==> src/rtl/bp_pkg.sv <==
// Types and constants shared by the Decode-side branch predictor and the
// Execute-side branch resolver.
package bp_pkg;

   localparam int BP_XLEN    = 32;
   localparam int BP_HIST_W  = 8;
   localparam int INSN_BYTES = 4;

   typedef enum logic {
      RUN   = 1'b0,
      FLUSH = 1'b1
   } bp_state_e;

   typedef struct packed {
      logic [BP_XLEN-1:0]   pc;
      logic                 taken;
      logic [BP_XLEN-1:0]   target;
      logic [BP_HIST_W-1:0] hist;
   } pred_entry_t;

   typedef struct packed {
      logic                 valid;
      logic [BP_XLEN-1:0]   pc;
      logic [BP_HIST_W-1:0] hist;
      logic                 taken;
      logic [BP_XLEN-1:0]   target;
   } upd_beat_t;

   localparam int ENTRY_W = $bits(pred_entry_t);

endpackage

==> src/rtl/bp_inflight_fifo.sv <==
// In-flight prediction queue: DEPTH-entry circular buffer with push, pop and
// a one-shot clear. Pointers carry one extra MSB to tell full from empty.
module bp_inflight_fifo
   import bp_pkg::*;
#(
   parameter int DEPTH = 8
) (
   input  logic               clk_i,
   input  logic               rst_ni,
   input  logic               push_i,
   input  logic [ENTRY_W-1:0] push_data_i,
   input  logic               pop_i,
   input  logic               clear_i,
   output logic [ENTRY_W-1:0] head_o,
   output logic               full_o,
   output logic               empty_o
);

   localparam int AW = $clog2(DEPTH);

   logic [AW:0]        wr_ptr_q, wr_ptr_d;
   logic [AW:0]        rd_ptr_q, rd_ptr_d;
   logic [ENTRY_W-1:0] mem_q [DEPTH];
   logic               do_push;

   assign full_o  = (wr_ptr_q[AW] != rd_ptr_q[AW]) && (wr_ptr_q[AW-1:0] == rd_ptr_q[AW-1:0]);
   assign empty_o = (wr_ptr_q == rd_ptr_q);
   assign do_push = push_i && !full_o && !clear_i;
   assign head_o  = mem_q[rd_ptr_q[AW-1:0]];

   always_comb begin
      rd_ptr_d = rd_ptr_q + {{AW{1'b0}}, (pop_i && !empty_o)};
      wr_ptr_d = wr_ptr_q + {{AW{1'b0}}, do_push};
      // Clearing collapses the queue onto the read pointer, dropping everything queued.
      if (clear_i) begin
         wr_ptr_d = rd_ptr_d;
      end
   end

   always_ff @(posedge clk_i or negedge rst_ni) begin
      if (!rst_ni) begin
         wr_ptr_q <= '0;
         rd_ptr_q <= '0;
      end else begin
         wr_ptr_q <= wr_ptr_d;
         rd_ptr_q <= rd_ptr_d;
      end
   end

   always_ff @(posedge clk_i) begin
      if (do_push) begin
         mem_q[wr_ptr_q[AW-1:0]] <= push_data_i;
      end
   end

endmodule

==> src/rtl/branch_resolver.sv <==
// Execute-side branch resolver: checks queued predictions against actual
// outcomes, emits training beats and mispredict redirects. Define
// BRANCH_STATS_EN to add saturating resolve/mispredict counters.
module branch_resolver
   import bp_pkg::*;
#(
   parameter int XLEN   = BP_XLEN,
   parameter int DEPTH  = 8,
   parameter int HIST_W = BP_HIST_W
) (
   input  logic              clock,
   input  logic              reset,
   input  logic              pred_valid,
   output logic              pred_ready,
   input  logic [XLEN-1:0]   pred_pc,
   input  logic              pred_taken,
   input  logic [XLEN-1:0]   pred_target,
   input  logic [HIST_W-1:0] pred_hist,
   input  logic              res_valid,
   output logic              res_ready,
   input  logic              res_taken,
   input  logic [XLEN-1:0]   res_target,
   output logic              upd_valid,
   output logic [XLEN-1:0]   upd_pc,
   output logic [HIST_W-1:0] upd_hist,
   output logic              upd_taken,
   output logic [XLEN-1:0]   upd_target,
   output logic              redirect_valid,
   output logic [XLEN-1:0]   redirect_pc,
   output logic              flush
`ifdef BRANCH_STATS_EN
   ,
   output logic [31:0]       stat_resolved,
   output logic [31:0]       stat_mispredict
`endif
);

   pred_entry_t        push_entry, head;
   logic [ENTRY_W-1:0] head_bits;
   logic               full, empty, push, pop, clear, mispredict;
   bp_state_e          state_q, state_d;
   logic               started_q;
   upd_beat_t          upd_q, upd_d;
   logic               redirect_valid_q, redirect_valid_d;
   logic [XLEN-1:0]    redirect_pc_q, redirect_pc_d;

   assign push_entry = '{pc: pred_pc, taken: pred_taken, target: pred_target, hist: pred_hist};
   assign head       = pred_entry_t'(head_bits);

   // started_q keeps pred_ready low until the first clock after reset release.
   assign pred_ready = started_q && !full && (state_q == RUN);
   assign res_ready  = !empty && (state_q == RUN);
   assign push       = pred_valid && pred_ready;
   assign pop        = res_valid && res_ready;
   assign clear      = (state_q == FLUSH);
   assign mispredict = (head.taken != res_taken) || (res_taken && (head.target != res_target));

   bp_inflight_fifo #(.DEPTH(DEPTH)) u_fifo (
      .clk_i       (clock),
      .rst_ni      (reset),
      .push_i      (push),
      .push_data_i (push_entry),
      .pop_i       (pop),
      .clear_i     (clear),
      .head_o      (head_bits),
      .full_o      (full),
      .empty_o     (empty)
   );

   always_comb begin
      state_d          = state_q;
      upd_d            = '0;
      redirect_valid_d = 1'b0;
      redirect_pc_d    = '0;
      case (state_q)
         RUN:     if (pop && mispredict) state_d = FLUSH;
         FLUSH:   state_d = RUN;
         default: state_d = RUN;
      endcase
      if (pop) begin
         upd_d = '{valid: 1'b1, pc: head.pc, hist: head.hist, taken: res_taken, target: res_target};
         if (mispredict) begin
            redirect_valid_d = 1'b1;
            redirect_pc_d    = res_taken ? res_target : head.pc + XLEN'(INSN_BYTES);
         end
      end
   end

   always_ff @(posedge clock or negedge reset) begin
      if (!reset) begin
         state_q          <= RUN;
         started_q        <= 1'b0;
         upd_q            <= '0;
         redirect_valid_q <= 1'b0;
         redirect_pc_q    <= '0;
      end else begin
         state_q          <= state_d;
         started_q        <= 1'b1;
         upd_q            <= upd_d;
         redirect_valid_q <= redirect_valid_d;
         redirect_pc_q    <= redirect_pc_d;
      end
   end

   assign upd_valid      = upd_q.valid;
   assign upd_pc         = upd_q.pc;
   assign upd_hist       = upd_q.hist;
   assign upd_taken      = upd_q.taken;
   assign upd_target     = upd_q.target;
   assign redirect_valid = redirect_valid_q;
   assign redirect_pc    = redirect_pc_q;
   assign flush          = redirect_valid_q;

`ifdef BRANCH_STATS_EN
   logic [31:0] stat_resolved_q, stat_mispredict_q;

   always_ff @(posedge clock or negedge reset) begin
      if (!reset) begin
         stat_resolved_q   <= '0;
         stat_mispredict_q <= '0;
      end else begin
         if (upd_q.valid && (stat_resolved_q != '1)) begin
            stat_resolved_q <= stat_resolved_q + 32'd1;
         end
         if (redirect_valid_q && (stat_mispredict_q != '1)) begin
            stat_mispredict_q <= stat_mispredict_q + 32'd1;
         end
      end
   end

   assign stat_resolved   = stat_resolved_q;
   assign stat_mispredict = stat_mispredict_q;
`endif

endmodule

==> config.mk <==
export PLATFORM = sky130hd
export DESIGN_NAME = branch_resolver
export DESIGN_NICKNAME = d
export VERILOG_FILES = /design/src/rtl/bp_pkg.sv /design/src/rtl/bp_inflight_fifo.sv /design/src/rtl/branch_resolver.sv
export SDC_FILE = /design/constraint.sdc
export NUM_CORES = 1
export LEC_CHECK = 0
export BUFFER_PORTS_ARGS = -buffer_cell sky130_fd_sc_hd__buf_4
export CORE_ASPECT_RATIO = 1.2
export CORE_MARGIN = 5
export CORE_UTILIZATION = 50
export CTS_BUF_LIST = sky130_fd_sc_hd__clkbuf_2 sky130_fd_sc_hd__clkbuf_4 sky130_fd_sc_hd__clkbuf_8
export CTS_CLUSTER_SIZE = 20
export DETAILED_ROUTE_END_ITERATION = 10
export PLACE_DENSITY = 0.74
export SLEW_MARGIN = 20
export SYNTH_ARGS = -nofsm -noshare
export SYNTH_HDL_FRONTEND = slang
export SYNTH_HIERARCHICAL = 1
export SYNTH_SLANG_ARGS = --single-unit
==> constraint.sdc <==
create_clock -name clock -period 21.8 [get_ports clock]
set_input_delay 1.09 -clock clock [delete_from_list [all_inputs] [get_ports clock]]
set_output_delay 1.09 -clock clock [all_outputs]
set_load 0.01 [all_outputs]
==> flow_metrics.tcl <==
set metrics [dict create \
    dr.first_iter.drc_count 1376 \
    synth_flop_cell "edfxtp_1" \
    end_kind "flop" \
    gr-usage-all-layers_pct 22.2 \
    area_growth_pct 16.9 \
    fin_crit_sh_pct 23.5 \
    grt_pass1_wl_mm 97.0 \
    critical_path_class "flop to flop" \
    via_per_inst 5.90 \
    routedWlPerCell_um 27.3 \
    postPlaceCellArea_mm2 0.0297 \
    fp.dieH_um 266 \
    ys_async_sr_fraction_pct 16.7 \
    p_leak_nw 11.4 \
    setup_tns_ns 0 \
    dpl.hpwl_mm 40.5 \
    multi_input_area_mm2 0.00639 \
    synth_top_cells_by_area "edfxtp_1 64%, mux4_2 12%, dfrtp_1 11%" \
    holdBufCountCts 0 \
    power_mw 4.13 \
    grt_start_max_net_pins 62 \
    setup_viol 0 \
    cts_setup_buffers 0 \
    avgSynthCellArea_um2 20.4 \
    drc 0 \
    slew_headroom_pct 32.8 \
    syn_nets 1456 \
    drive_gt1_share_pct 39.1 \
    status "finished, final reports clean" \
    seq_area_mm2 0.0205 \
    yosysTopAreaCellShare_pct 64.2 \
    overflow 0 \
    tightest_slew_ns 1.01 \
    syn_inst 1341 \
    vias 14200 \
    numPortBuffers 219 \
    max_freq_ghz 0.196 \
    ff2ff_path_depth 10 \
    clk_pin_slew_ns 0.07 \
    drv_slew 0 \
    die-area_mm2 0.0594 \
    antenna_found_initial 4 \
    power.density_mw_per_mm2 129 \
    crit_path_start_kind "flop" \
    period_minus_slack_ns 5.11 \
    skew_ns 0.0325 \
    gp_congestion 0.858 \
    cts_buffers 99 \
    postRouteAntennaNets 0 \
    rsz0062_at_grt "no" \
    cts_resized 0 \
    place_ws_ns 16.58 \
    yosysSeqAreaShare_pct 75.0 \
    synth.largest_area_cell "edfxtp_1" \
    h-tree-depth 3 \
    worstPathRequired_ns 22.28 \
    drt_wl_total_mm 65.7 \
    netlist_area_mm2 0.0273 \
    ys_seq_elements 701 \
    fp-row-count 93 \
    die_w_um 223 \
    yosys_warnings 6 \
    synth_cell_types 48 \
    cts.path.max_buffers 3 \
    cts_tree "yes" \
    cts_root_buf "clkbuf_8" \
    peakVddDrop_mv 0.0816 \
    start_util_pct 50.7 \
    firstDrtPassIters 5 \
    core_mm2 0.0539 \
    insertion_delay_ns 0.69 \
    synth.most_common_cell "edfxtp_1" \
    layout.nets 1726 \
    fin_util_pct 59.2 \
    synth_edf_count 584 \
    drv_cap 0 \
    grt_pass1_vias 14800 \
    netlist_top_cells_count "584 x edfxtp_1, 146 x mux4_2, 117 x dfrtp_1, 77 x mux2_2, 58 x and3_1" \
    fin_area_mm2 0.0319 \
    cts_sinks 701 \
    io_pins 220 \
    setup_ws_ns 16.69 \
    hold_viol 0 \
    fill_cells 3838 \
    critPathMaxFanout 49 \
    hp-class "primary input to async pin" \
    arrival_ns 5.60 \
]
-- cells by family (layout without fill, tap and decap cells) --
family / count (synthesis) / in the layout / synth area share (%)
fa+ha+maj: 5 / 5 / 0.229
flops: 701 / 701 / 75.0
simple gates: 212 / 212 / 4.43
buf+inv: 95 / 448 / 1.85
other cells: 1 / 3 / 0.0137
xor+xnor: 51 / 51 / 1.64
compound gates: 42 / 42 / 1.26
mux: 234 / 234 / 15.6
-- worst max-delay path, stage by stage, from the launching register on --
cell,delay (ns)
dfrtp_4,0.62
buf_4,0.78
buf_4,0.89
mux4_2,0.60
mux2_2,0.29
xnor2_1,0.18
nand4_1,0.17
or4_1,0.56
nor3_4,0.18
buf_4,0.38
a2111oi_0,0.14
-- registers in the layout, summed over array words and instances, names as in the netlist, 4 cells and up --
register         flops
upd_target          32
u_fifo/rd_ptr_q      4
upd_pc              32
redirect_pc         32
u_fifo/wr_ptr_q      4
upd_hist             8
u_fifo/mem_q       584
-- area by class of cell --
cell class | count | area share (%)
multi-input combinational | 545 | 20.0
inverter | 18 | 0.212
antenna | 2 | 0.0157
sequential | 701 | 64.2
timing repair buffer | 246 | 5.80
tap | 712 | 2.79
clock buffer | 146 | 5.87
clock inverter | 38 | 1.13
-- per-stage QoR --
step,cells,hold slack (ns)
2_1_floorplan,1341,0.480
3_3_place_gp,2222,0.498
3_5_place_dp,2222,0.532
4_1_cts,2406,0.391
5_1_grt,2408,0.427
6_report,2408,0.427
-- power breakdown --
group	switching [mW]	internal, mW
clock	0.477	0.635
combinational	0.694	0.604
sequential	0.109	1.61
-- routing by layer --
layer,wire [µm],global-route usage (%)
met4,2560,8.91
met3,5390,5.28
met2,32100,35.3
met1,25600,30.0
met5,22,0
-- cells in the final DEF (no fill, tap or decap), types with 5 or more instances in the layout --
| cell | n |
|---|---|
| inv_1 | 18 |
| clkinv_1 | 10 |
| clkbuf_8 | 124 |
| nor2_1 | 25 |
| o31a_1 | 10 |
| edfxtp_1 | 584 |
| mux2i_1 | 11 |
| dfrtp_1 | 114 |
| a2111oi_0 | 13 |
| and3_1 | 58 |
| bufinv_16 | 7 |
| mux4_2 | 146 |
| xor2_1 | 23 |
| nand2_1 | 13 |
| nor3_2 | 8 |
| nor3_1 | 33 |
| clkinv_2 | 18 |
| mux2_2 | 77 |
| nand4_1 | 15 |
| xnor2_1 | 28 |
| nor4_1 | 16 |
| buf_4 | 245 |
| and4_1 | 5 |
| ha_1 | 5 |
| nand3_1 | 15 |
| clkbuf_4 | 22 |
-- worst paths after layout --
check / endpoint / slack, ns / startpoint
max: redirect_pc[17]$_DFF_PN0_ / 16.69 / u_fifo/rd_ptr_q[0]$_DFF_PN0_
min: upd_target[10]$_DFF_PN0_ / 0.43 / reset
max reg2reg: redirect_pc[17]$_DFF_PN0_ / 16.69 / u_fifo/rd_ptr_q[0]$_DFF_PN0_
min reg2reg: u_fifo/rd_ptr_q[3]$_DFF_PN0_ / 0.54 / u_fifo/rd_ptr_q[3]$_DFF_PN0_
max in group asynchronous: upd_target[22]$_DFF_PN0_ / 20.12 / reset
min in group clock: u_fifo/rd_ptr_q[3]$_DFF_PN0_ / 0.54 / u_fifo/rd_ptr_q[3]$_DFF_PN0_
Power figures use the tool's default switching activity.
